--- config.mk ---
export PLATFORM = sky130hd
export DESIGN_NAME = tlb_mmu_flat
export DESIGN_NICKNAME = d
export VERILOG_FILES = /design/src/rtl/tlb_mmu_if.sv /design/src/rtl/tlb_mmu.sv /design/src/flat_wrapper.sv
export SDC_FILE = /design/constraint.sdc
export NUM_CORES = 2
export LEC_CHECK = 0
export BUFFER_PORTS_ARGS = -buffer_cell sky130_fd_sc_hd__buf_2
export CAP_MARGIN = 20
export CORE_MARGIN = 10
export CORE_UTILIZATION = 30
export CTS_CLUSTER_SIZE = 28
export DETAILED_ROUTE_END_ITERATION = 12
export GPL_ROUTABILITY_DRIVEN = 0
export HOLD_SLACK_MARGIN = 0.05
export SKIP_LAST_GASP = 1
export SYNTH_ARGS = -nofsm -noshare
export SYNTH_HDL_FRONTEND = slang
export SYNTH_SLANG_ARGS = --single-unit
--- constraint.sdc ---
create_clock -name cpu_clk_50M -period 10.16 [get_ports cpu_clk_50M]
set_input_delay 1.524 -clock cpu_clk_50M [delete_from_list [all_inputs] [get_ports cpu_clk_50M]]
set_output_delay 1.524 -clock cpu_clk_50M [all_outputs]
set_load 0.02 [all_outputs]
--- src/rtl/tlb_mmu_if.sv ---
// Lookup, CP0 TLB maintenance and result bundle between the pipeline and the MMU.
// The master side (pipeline / CP0) drives requests; the slave side (MMU) returns
// registered translation results, read-back entries and probe results.
interface tlb_mmu_if #(
    parameter int TLB_ENTRIES = 16,
    parameter int IDX_W       = $clog2(TLB_ENTRIES),
    parameter int ASID_W      = 8
);
    logic              inst_req;
    logic [31:0]       inst_vaddr;
    logic [31:0]       inst_paddr;
    logic              inst_uncached;
    logic              inst_refill;
    logic              inst_invalid;

    logic              data_req;
    logic              data_we;
    logic [31:0]       data_vaddr;
    logic [31:0]       data_paddr;
    logic              data_uncached;
    logic              data_refill;
    logic              data_invalid;
    logic              data_modified;

    logic [ASID_W-1:0] cp0_asid;
    logic [2:0]        cp0_k0;

    logic              tlbw_en;
    logic [IDX_W-1:0]  tlbw_idx;
    logic [31:0]       tlb_entryhi;
    logic [31:0]       tlb_entrylo0;
    logic [31:0]       tlb_entrylo1;

    logic              tlbr_en;
    logic [IDX_W-1:0]  tlbr_idx;
    logic [31:0]       tlbr_entryhi;
    logic [31:0]       tlbr_entrylo0;
    logic [31:0]       tlbr_entrylo1;

    logic              tlbp_en;
    logic              tlbp_miss;
    logic [IDX_W-1:0]  tlbp_idx;

    modport master (
        output inst_req, inst_vaddr, data_req, data_we, data_vaddr,
               cp0_asid, cp0_k0, tlbw_en, tlbw_idx, tlb_entryhi,
               tlb_entrylo0, tlb_entrylo1, tlbr_en, tlbr_idx, tlbp_en,
        input  inst_paddr, inst_uncached, inst_refill, inst_invalid,
               data_paddr, data_uncached, data_refill, data_invalid,
               data_modified, tlbr_entryhi, tlbr_entrylo0, tlbr_entrylo1,
               tlbp_miss, tlbp_idx
    );

    modport slave (
        input  inst_req, inst_vaddr, data_req, data_we, data_vaddr,
               cp0_asid, cp0_k0, tlbw_en, tlbw_idx, tlb_entryhi,
               tlb_entrylo0, tlb_entrylo1, tlbr_en, tlbr_idx, tlbp_en,
        output inst_paddr, inst_uncached, inst_refill, inst_invalid,
               data_paddr, data_uncached, data_refill, data_invalid,
               data_modified, tlbr_entryhi, tlbr_entrylo0, tlbr_entrylo1,
               tlbp_miss, tlbp_idx
    );
endinterface

--- src/rtl/tlb_mmu.sv ---
// MIPS32-style MMU: kseg0/kseg1 are direct-mapped, everything else goes through
// a fully associative joint TLB shared by the instruction and data ports.
// All results are registered with one cycle of latency; lowest index wins on
// multiple matches. Writes take effect at the edge, so same-cycle lookups and
// probes see the old contents.
module tlb_mmu #(
    parameter int TLB_ENTRIES = 16,
    parameter int IDX_W       = $clog2(TLB_ENTRIES),
    parameter int ASID_W      = 8
) (
    input  logic        cpu_clk_50M,
    input  logic        cpu_rst_n,
    tlb_mmu_if.slave    bus
);

    typedef struct packed {
        logic [31:0] paddr;
        logic        uncached;
        logic        refill;
        logic        invalid;
        logic        modified;
    } xlate_t;

    logic [18:0]       r_vpn2 [TLB_ENTRIES];
    logic [ASID_W-1:0] r_asid [TLB_ENTRIES];
    logic              r_g    [TLB_ENTRIES];
    logic [19:0]       r_pfn0 [TLB_ENTRIES];
    logic [19:0]       r_pfn1 [TLB_ENTRIES];
    logic [2:0]        r_c0   [TLB_ENTRIES];
    logic [2:0]        r_c1   [TLB_ENTRIES];
    logic              r_d0   [TLB_ENTRIES];
    logic              r_d1   [TLB_ENTRIES];
    logic              r_v0   [TLB_ENTRIES];
    logic              r_v1   [TLB_ENTRIES];

    xlate_t            r_inst;
    xlate_t            r_data;
    logic [31:0]       r_tlbr_hi;
    logic [31:0]       r_tlbr_lo0;
    logic [31:0]       r_tlbr_lo1;
    logic              r_tlbp_miss;
    logic [IDX_W-1:0]  r_tlbp_idx;

    xlate_t            w_inst;
    xlate_t            w_data;
    logic [IDX_W:0]    w_probe;
    logic [31:0]       w_rd_hi;
    logic              w_unused;

    // Associative search: returns {miss, index}; scanning downwards leaves the lowest match.
    function automatic logic [IDX_W:0] f_match(input logic [18:0] vpn2, input logic [ASID_W-1:0] asid);
        logic [IDX_W:0] res;
        res = {1'b1, {IDX_W{1'b0}}};
        for (int i = TLB_ENTRIES - 1; i >= 0; i--) begin
            if (r_vpn2[i] == vpn2 && (r_g[i] || r_asid[i] == asid))
                res = {1'b0, IDX_W'(i)};
        end
        return res;
    endfunction

    // Full translation of one virtual address including segment decode and fault priority.
    function automatic xlate_t f_xlate(input logic [31:0] va, input logic we,
                                       input logic [ASID_W-1:0] asid, input logic [2:0] k0);
        xlate_t           res;
        logic [IDX_W:0]   m;
        logic [IDX_W-1:0] idx;
        logic [19:0]      pfn;
        logic [2:0]       c;
        logic             d;
        logic             v;
        res = '0;
        m   = f_match(va[31:13], asid);
        idx = m[IDX_W-1:0];
        pfn = va[12] ? r_pfn1[idx] : r_pfn0[idx];
        c   = va[12] ? r_c1[idx]   : r_c0[idx];
        d   = va[12] ? r_d1[idx]   : r_d0[idx];
        v   = va[12] ? r_v1[idx]   : r_v0[idx];
        if (va[31:29] == 3'b100) begin
            res.paddr    = {3'b000, va[28:0]};
            res.uncached = (k0 == 3'd2);
        end else if (va[31:29] == 3'b101) begin
            res.paddr    = {3'b000, va[28:0]};
            res.uncached = 1'b1;
        end else if (m[IDX_W]) begin
            res.refill   = 1'b1;
        end else begin
            res.paddr    = {pfn, va[11:0]};
            res.uncached = (c == 3'd2);
            res.invalid  = ~v;
            res.modified = we & v & ~d;
        end
        return res;
    endfunction

    assign w_inst  = f_xlate(bus.inst_vaddr, 1'b0, bus.cp0_asid, bus.cp0_k0);
    assign w_data  = f_xlate(bus.data_vaddr, bus.data_we, bus.cp0_asid, bus.cp0_k0);
    assign w_probe = f_match(bus.tlb_entryhi[31:13], bus.tlb_entryhi[ASID_W-1:0]);

    // Read-back EntryHi: VPN2 and ASID in place, gap bits zero.
    always_comb begin
        w_rd_hi              = '0;
        w_rd_hi[31:13]       = r_vpn2[bus.tlbr_idx];
        w_rd_hi[ASID_W-1:0]  = r_asid[bus.tlbr_idx];
    end

    assign w_unused = ^{bus.tlb_entryhi[12:ASID_W], bus.tlb_entrylo0[31:26], bus.tlb_entrylo1[31:26]};

    // Entry storage: cleared on reset, one entry rewritten per TLBWI/TLBWR strobe.
    always_ff @(posedge cpu_clk_50M or negedge cpu_rst_n) begin
        if (!cpu_rst_n) begin
            for (int i = 0; i < TLB_ENTRIES; i++) begin
                r_vpn2[i] <= '0;
                r_asid[i] <= '0;
                r_g[i]    <= 1'b0;
                r_pfn0[i] <= '0;
                r_pfn1[i] <= '0;
                r_c0[i]   <= '0;
                r_c1[i]   <= '0;
                r_d0[i]   <= 1'b0;
                r_d1[i]   <= 1'b0;
                r_v0[i]   <= 1'b0;
                r_v1[i]   <= 1'b0;
            end
        end else if (bus.tlbw_en) begin
            r_vpn2[bus.tlbw_idx] <= bus.tlb_entryhi[31:13];
            r_asid[bus.tlbw_idx] <= bus.tlb_entryhi[ASID_W-1:0];
            r_g[bus.tlbw_idx]    <= bus.tlb_entrylo0[0] & bus.tlb_entrylo1[0];
            r_pfn0[bus.tlbw_idx] <= bus.tlb_entrylo0[25:6];
            r_pfn1[bus.tlbw_idx] <= bus.tlb_entrylo1[25:6];
            r_c0[bus.tlbw_idx]   <= bus.tlb_entrylo0[5:3];
            r_c1[bus.tlbw_idx]   <= bus.tlb_entrylo1[5:3];
            r_d0[bus.tlbw_idx]   <= bus.tlb_entrylo0[2];
            r_d1[bus.tlbw_idx]   <= bus.tlb_entrylo1[2];
            r_v0[bus.tlbw_idx]   <= bus.tlb_entrylo0[1];
            r_v1[bus.tlbw_idx]   <= bus.tlb_entrylo1[1];
        end
    end

    // Result registers: each port, TLBR and TLBP update only on their own strobe and hold otherwise.
    always_ff @(posedge cpu_clk_50M or negedge cpu_rst_n) begin
        if (!cpu_rst_n) begin
            r_inst      <= '0;
            r_data      <= '0;
            r_tlbr_hi   <= '0;
            r_tlbr_lo0  <= '0;
            r_tlbr_lo1  <= '0;
            r_tlbp_miss <= 1'b1;
            r_tlbp_idx  <= '0;
        end else begin
            if (bus.inst_req)
                r_inst <= w_inst;
            if (bus.data_req)
                r_data <= w_data;
            if (bus.tlbr_en) begin
                r_tlbr_hi  <= w_rd_hi;
                r_tlbr_lo0 <= {6'b0, r_pfn0[bus.tlbr_idx], r_c0[bus.tlbr_idx],
                               r_d0[bus.tlbr_idx], r_v0[bus.tlbr_idx], r_g[bus.tlbr_idx]};
                r_tlbr_lo1 <= {6'b0, r_pfn1[bus.tlbr_idx], r_c1[bus.tlbr_idx],
                               r_d1[bus.tlbr_idx], r_v1[bus.tlbr_idx], r_g[bus.tlbr_idx]};
            end
            if (bus.tlbp_en) begin
                r_tlbp_miss <= w_probe[IDX_W];
                r_tlbp_idx  <= w_probe[IDX_W] ? '0 : w_probe[IDX_W-1:0];
            end
        end
    end

    assign bus.inst_paddr    = r_inst.paddr;
    assign bus.inst_uncached = r_inst.uncached;
    assign bus.inst_refill   = r_inst.refill;
    assign bus.inst_invalid  = r_inst.invalid;
    assign bus.data_paddr    = r_data.paddr;
    assign bus.data_uncached = r_data.uncached;
    assign bus.data_refill   = r_data.refill;
    assign bus.data_invalid  = r_data.invalid;
    assign bus.data_modified = r_data.modified;
    assign bus.tlbr_entryhi  = r_tlbr_hi;
    assign bus.tlbr_entrylo0 = r_tlbr_lo0;
    assign bus.tlbr_entrylo1 = r_tlbr_lo1;
    assign bus.tlbp_miss     = r_tlbp_miss;
    assign bus.tlbp_idx      = r_tlbp_idx;

endmodule

--- src/flat_wrapper.sv ---
// flat-port wrapper written by rule: the top's interface ports become plain ports
module tlb_mmu_flat 
#(
    parameter int TLB_ENTRIES = 16,
    parameter int IDX_W       = $clog2(TLB_ENTRIES),
    parameter int ASID_W      = 8
)
  (cpu_clk_50M, cpu_rst_n, bus_inst_req, bus_inst_vaddr, bus_data_req, bus_data_we, bus_data_vaddr, bus_cp0_asid, bus_cp0_k0, bus_tlbw_en, bus_tlbw_idx, bus_tlb_entryhi, bus_tlb_entrylo0, bus_tlb_entrylo1, bus_tlbr_en, bus_tlbr_idx, bus_tlbp_en, bus_inst_paddr, bus_inst_uncached, bus_inst_refill, bus_inst_invalid, bus_data_paddr, bus_data_uncached, bus_data_refill, bus_data_invalid, bus_data_modified, bus_tlbr_entryhi, bus_tlbr_entrylo0, bus_tlbr_entrylo1, bus_tlbp_miss, bus_tlbp_idx);
  tlb_mmu_if #(.TLB_ENTRIES(TLB_ENTRIES), .IDX_W(IDX_W), .ASID_W(ASID_W)) bus_i ();
  input  logic cpu_clk_50M;
  input  logic cpu_rst_n;
  input wire logic [$bits(bus_i.inst_req)-1:0] bus_inst_req;
  input wire logic [$bits(bus_i.inst_vaddr)-1:0] bus_inst_vaddr;
  input wire logic [$bits(bus_i.data_req)-1:0] bus_data_req;
  input wire logic [$bits(bus_i.data_we)-1:0] bus_data_we;
  input wire logic [$bits(bus_i.data_vaddr)-1:0] bus_data_vaddr;
  input wire logic [$bits(bus_i.cp0_asid)-1:0] bus_cp0_asid;
  input wire logic [$bits(bus_i.cp0_k0)-1:0] bus_cp0_k0;
  input wire logic [$bits(bus_i.tlbw_en)-1:0] bus_tlbw_en;
  input wire logic [$bits(bus_i.tlbw_idx)-1:0] bus_tlbw_idx;
  input wire logic [$bits(bus_i.tlb_entryhi)-1:0] bus_tlb_entryhi;
  input wire logic [$bits(bus_i.tlb_entrylo0)-1:0] bus_tlb_entrylo0;
  input wire logic [$bits(bus_i.tlb_entrylo1)-1:0] bus_tlb_entrylo1;
  input wire logic [$bits(bus_i.tlbr_en)-1:0] bus_tlbr_en;
  input wire logic [$bits(bus_i.tlbr_idx)-1:0] bus_tlbr_idx;
  input wire logic [$bits(bus_i.tlbp_en)-1:0] bus_tlbp_en;
  output wire logic [$bits(bus_i.inst_paddr)-1:0] bus_inst_paddr;
  output wire logic [$bits(bus_i.inst_uncached)-1:0] bus_inst_uncached;
  output wire logic [$bits(bus_i.inst_refill)-1:0] bus_inst_refill;
  output wire logic [$bits(bus_i.inst_invalid)-1:0] bus_inst_invalid;
  output wire logic [$bits(bus_i.data_paddr)-1:0] bus_data_paddr;
  output wire logic [$bits(bus_i.data_uncached)-1:0] bus_data_uncached;
  output wire logic [$bits(bus_i.data_refill)-1:0] bus_data_refill;
  output wire logic [$bits(bus_i.data_invalid)-1:0] bus_data_invalid;
  output wire logic [$bits(bus_i.data_modified)-1:0] bus_data_modified;
  output wire logic [$bits(bus_i.tlbr_entryhi)-1:0] bus_tlbr_entryhi;
  output wire logic [$bits(bus_i.tlbr_entrylo0)-1:0] bus_tlbr_entrylo0;
  output wire logic [$bits(bus_i.tlbr_entrylo1)-1:0] bus_tlbr_entrylo1;
  output wire logic [$bits(bus_i.tlbp_miss)-1:0] bus_tlbp_miss;
  output wire logic [$bits(bus_i.tlbp_idx)-1:0] bus_tlbp_idx;
  assign bus_i.inst_req = bus_inst_req;
  assign bus_i.inst_vaddr = bus_inst_vaddr;
  assign bus_i.data_req = bus_data_req;
  assign bus_i.data_we = bus_data_we;
  assign bus_i.data_vaddr = bus_data_vaddr;
  assign bus_i.cp0_asid = bus_cp0_asid;
  assign bus_i.cp0_k0 = bus_cp0_k0;
  assign bus_i.tlbw_en = bus_tlbw_en;
  assign bus_i.tlbw_idx = bus_tlbw_idx;
  assign bus_i.tlb_entryhi = bus_tlb_entryhi;
  assign bus_i.tlb_entrylo0 = bus_tlb_entrylo0;
  assign bus_i.tlb_entrylo1 = bus_tlb_entrylo1;
  assign bus_i.tlbr_en = bus_tlbr_en;
  assign bus_i.tlbr_idx = bus_tlbr_idx;
  assign bus_i.tlbp_en = bus_tlbp_en;
  assign bus_inst_paddr = bus_i.inst_paddr;
  assign bus_inst_uncached = bus_i.inst_uncached;
  assign bus_inst_refill = bus_i.inst_refill;
  assign bus_inst_invalid = bus_i.inst_invalid;
  assign bus_data_paddr = bus_i.data_paddr;
  assign bus_data_uncached = bus_i.data_uncached;
  assign bus_data_refill = bus_i.data_refill;
  assign bus_data_invalid = bus_i.data_invalid;
  assign bus_data_modified = bus_i.data_modified;
  assign bus_tlbr_entryhi = bus_i.tlbr_entryhi;
  assign bus_tlbr_entrylo0 = bus_i.tlbr_entrylo0;
  assign bus_tlbr_entrylo1 = bus_i.tlbr_entrylo1;
  assign bus_tlbp_miss = bus_i.tlbp_miss;
  assign bus_tlbp_idx = bus_i.tlbp_idx;
  tlb_mmu #(.TLB_ENTRIES(TLB_ENTRIES), .IDX_W(IDX_W), .ASID_W(ASID_W)) u_core (.cpu_clk_50M(cpu_clk_50M), .cpu_rst_n(cpu_rst_n), .bus(bus_i));
endmodule
==> metrics.txt <==
Avg Vias per Cell 5.95; hold slack final 0.482 ns; Synth Register Bits 1,402; io pins 359; Clock power frac 31.6%; Final ANT Viol Nets 0; worst path cell trace buf_2, xnor2_1, nand4_1, nor4_1, nand3_1, a211oi_1, o221ai_4, buf_4, nor4_2, buf_4, buf_4, a222oi_1, a21oi_1, a21oi_1, a32o_1; worst vdd ir 0.000126 V; Final Hold Fails 0; max-slew violation count 0; number of synthesized flops with an enable pin 0; Max Root-Sink Buffers 4; LEAKAGE 0.0402 µW; sequential area share after synthesis 39.5%; ys async rst share 100%; reg2reg end u_core.bus.data_paddr[30]; fin nets 7,602; maxcap violations 0; Worst-Margin Slew 1.27 ns; Reg2Reg Launch Point u_core.r_vpn2[28]; DIE AREA 318,000 µm²; Pint 13,400 µW; Post-CTS Setup Bufs 0; CP startpoint kind input pin; final clock skew 0.0676 ns; Synth top area share 39.5%; combinational cell fraction of total power 26.1%; worst reg2reg path depth 14; fillcell total 28,900; WL per Instance 32.2 µm; CP endpoint u_core.bus.data_paddr[30]; grt ovf 0; unrepaired setup endpoints after global routing no; top cells by area, synth dfrtp_1 (40%), mux2_2 (15%), mux4_2 (10%); Hold Path Class flip-flop to flip-flop; Critical Path Source bus_data_vaddr[24]; initial DRC count 9,046; Routed WL 370,000 µm; Ys Warns 0; Critical Path AT 7.54 ns; final non-filler cell total 11,500; Initial Utilization 30.2%; cell family with most CP delay buffers and inverters; die width 564 µm; chip height 564 µm; Max FO, Critical Path 44; Reg clk slew, reported paths 0.06 ns; largest net degree at the start of global routing 163; Layout area overhead 12.5%; Fmax 147 MHz; clk sinks 1,402; Syn Inst Count 7,456; row count 199; final setup vio count 0; status finished clean; sw frac 34.0%; Mapped Avg Cell Area 11.9 µm²; Worst Setup Path Type input pin to flip-flop; Residual DRC 0; Reg2Reg Setup Slack 4.45 ns; clock root buffer master clkbuf_16; slew margin rel. 15.4%; first-pass GRT wire length 521,000 µm; number of gates resized after CTS 0; sequential power share 42.3%; hold_sp u_core.bus.data_paddr[31]; Critical Path Most Common Cell buf_4; share of cells above drive strength 1 31.6%; post-route cell area 99,800 µm²; Clock Latency Late Sink 0.87 ns; required time worst endpoint 10.89 ns; TritonCTS clock tree yes; Pre-Repair DR Iteration Count 6; Placed Instances 11,200; CP Depth 15; Tcrit/Tclk final 67.0%; vias in the first global route 67,800; H-Tree Depth 4; initial antenna violation count 72; Inserted Clock Buffers 173; Cell Area, Synth 88,700 µm²; Post-CTS Hold Fix Bufs 0; setup tns final 0 ns; PwrDens 203 nW/µm²; Setup crit end kind flip-flop; GRT Util Overall 22.3%; slowest cell on the critical path buf_2; placed cell area 93,900 µm²; Primary FF master, synth dfrtp_1; Netlist cell types 77; Placeable Area 294,000 µm²; Final HPWL DP 237,000 µm; min Tclk post-route 6.81 ns; Net Switching 6900 µW; Bufs and invs on worst path 4; Port Buf Inserts 324; leading area contributor after synthesis dfrtp_1; vias after detailed routing 68,400; delay of the slowest cell on the worst path 0.86 ns
[metal layers]
| metal | up-vias | routed length (µm) | global-route usage [%] |
|---|---|---|---|
| li1 | 27200 | - | - |
| met1 | 35500 | 142000 | 28.5 |
| met2 | 4394 | 161000 | 33.5 |
| met3 | 1199 | 41700 | 6.58 |
| met4 | 56 | 24800 | 12.7 |
| met5 | - | 372 | 0 |
[placed cells by master, fill, tap and decap left out, types with 32 or more instances in the layout]
cell and count:
xor2_1 718, nor3_1 43, nand4_1 127, buf_4 139, nor2_1 69, a221oi_1 45
clkbuf_8 32, a22o_1 37, mux2_2 1182, nor4_1 180, a222oi_1 43, xnor2_1 450
nand3_1 58, mux2i_1 787, clkbuf_1 32, a21oi_1 106, dfrtp_1 1401, o21ai_0 40
nand2_1 616, buf_2 318, clkbuf_16 175, mux4_2 395, a22oi_1 99
[through the flow]
| stage | utilization (%) | worst slack [ns] | total power, µW |
|---|---|---|---|
| floorplan | - | 5.42 | 11800 |
| finish | 33.9 | 3.35 | 20300 |
| global placement | 31.9 | 2.71 | 13600 |
| detailed placement | 31.9 | 2.74 | 13800 |
| global route | 33.9 | 3.52 | 21100 |
| CTS | 33.9 | 3.63 | 20200 |
[power groups by stage]
stage / Clock [µW] / Sequential, µW / Combinational [µW]
2_1_floorplan: 0 / 8140 / 3660
3_3_place_gp: 0 / 8480 / 5110
5_1_grt: 6730 / 8700 / 5650
6_report: 6410 / 8590 / 5290
3_5_place_dp: 0 / 8580 / 5220
4_1_cts: 6510 / 8480 / 5250
[Yosys cell counts, types with 6 or more instances]
master        n
a2111o_1     15
a211oi_1     18
a21oi_1     108
a221o_1      13
a221oi_1     45
a222oi_1     43
a22o_1       37
a22oi_1      99
a31o_1        6
a31oi_1      18
a41o_1       12
and2_1        8
and3_1       14
buf_1        71
buf_2       149
buf_4        48
buf_6        10
clkbuf_1    435
dfrtp_1    1401
inv_1        15
mux2_2     1182
mux2i_1     787
mux4_2      395
nand2_1     618
nand2b_1     14
nand3_1      61
nand4_1     127
nor2_1       84
nor2b_1      11
nor3_1       43
nor3b_1      18
nor4_1      181
o2111ai_1    19
o211a_1      11
o211ai_1     22
o21a_1       10
o21ai_0      41
o21ai_1      12
o31ai_1      19
xnor2_1     450
xor2_1      718
[cell type report]
type / count / area, µm² / share of cell area [%]
Sequential cell: 1402 / 35100 / 35.1
Inverter: 17 / 63.8 / 0.0639
Timing Repair Buffer: 481 / 3080 / 3.08
Multi-Input combinational cell: 5340 / 50900 / 50.9
Clock buffer: 239 / 4940 / 4.95
Tap cell: 3919 / 4900 / 4.91
Antenna cell: 30 / 75.1 / 0.0752
Clock inverter: 70 / 826 / 0.827
[kinds of logic after synthesis]
kind of cell | after synthesis | synth area share [%]
compound gates | 589 | 4.99
xor+xnor | 1168 | 11.5
buf+inv | 730 | 3.59
flops | 1402 | 39.5
mux | 2369 | 34.0
other cells | 1 | 0.00423
simple gates | 1197 | 6.36
[registers in the layout, summed over array words and instances (netlist names), 25 cells and up]
signal	flops
u_core.bus.tlbr_entrylo0	26
u_core.bus.data_paddr	32
u_core.bus.tlbr_entrylo1	25
u_core.r_pfn0	320
u_core.r_pfn1	320
u_core.r_c0	48
u_core.r_vpn2	304
u_core.bus.inst_paddr	32
u_core.bus.tlbr_entryhi	27
u_core.r_asid	128
u_core.r_c1	48
[worst min-delay path by stage]
| stage | endpoint | slack [ns] | depth (start not counted) |
|---|---|---|---|
| after floorplan | u_core.r_c1[37] | 0.46 | 2 |
| after global placement | u_core.bus.data_paddr[31] | 0.47 | 1 |
| after detailed placement | u_core.bus.data_paddr[31] | 0.47 | 1 |
| after CTS | u_core.bus.data_paddr[31] | 0.48 | 1 |
| after global routing | u_core.bus.data_paddr[31] | 0.51 | 1 |
| final | u_core.bus.data_paddr[31] | 0.48 | 1 |
(Power assumes the default switching activity.)
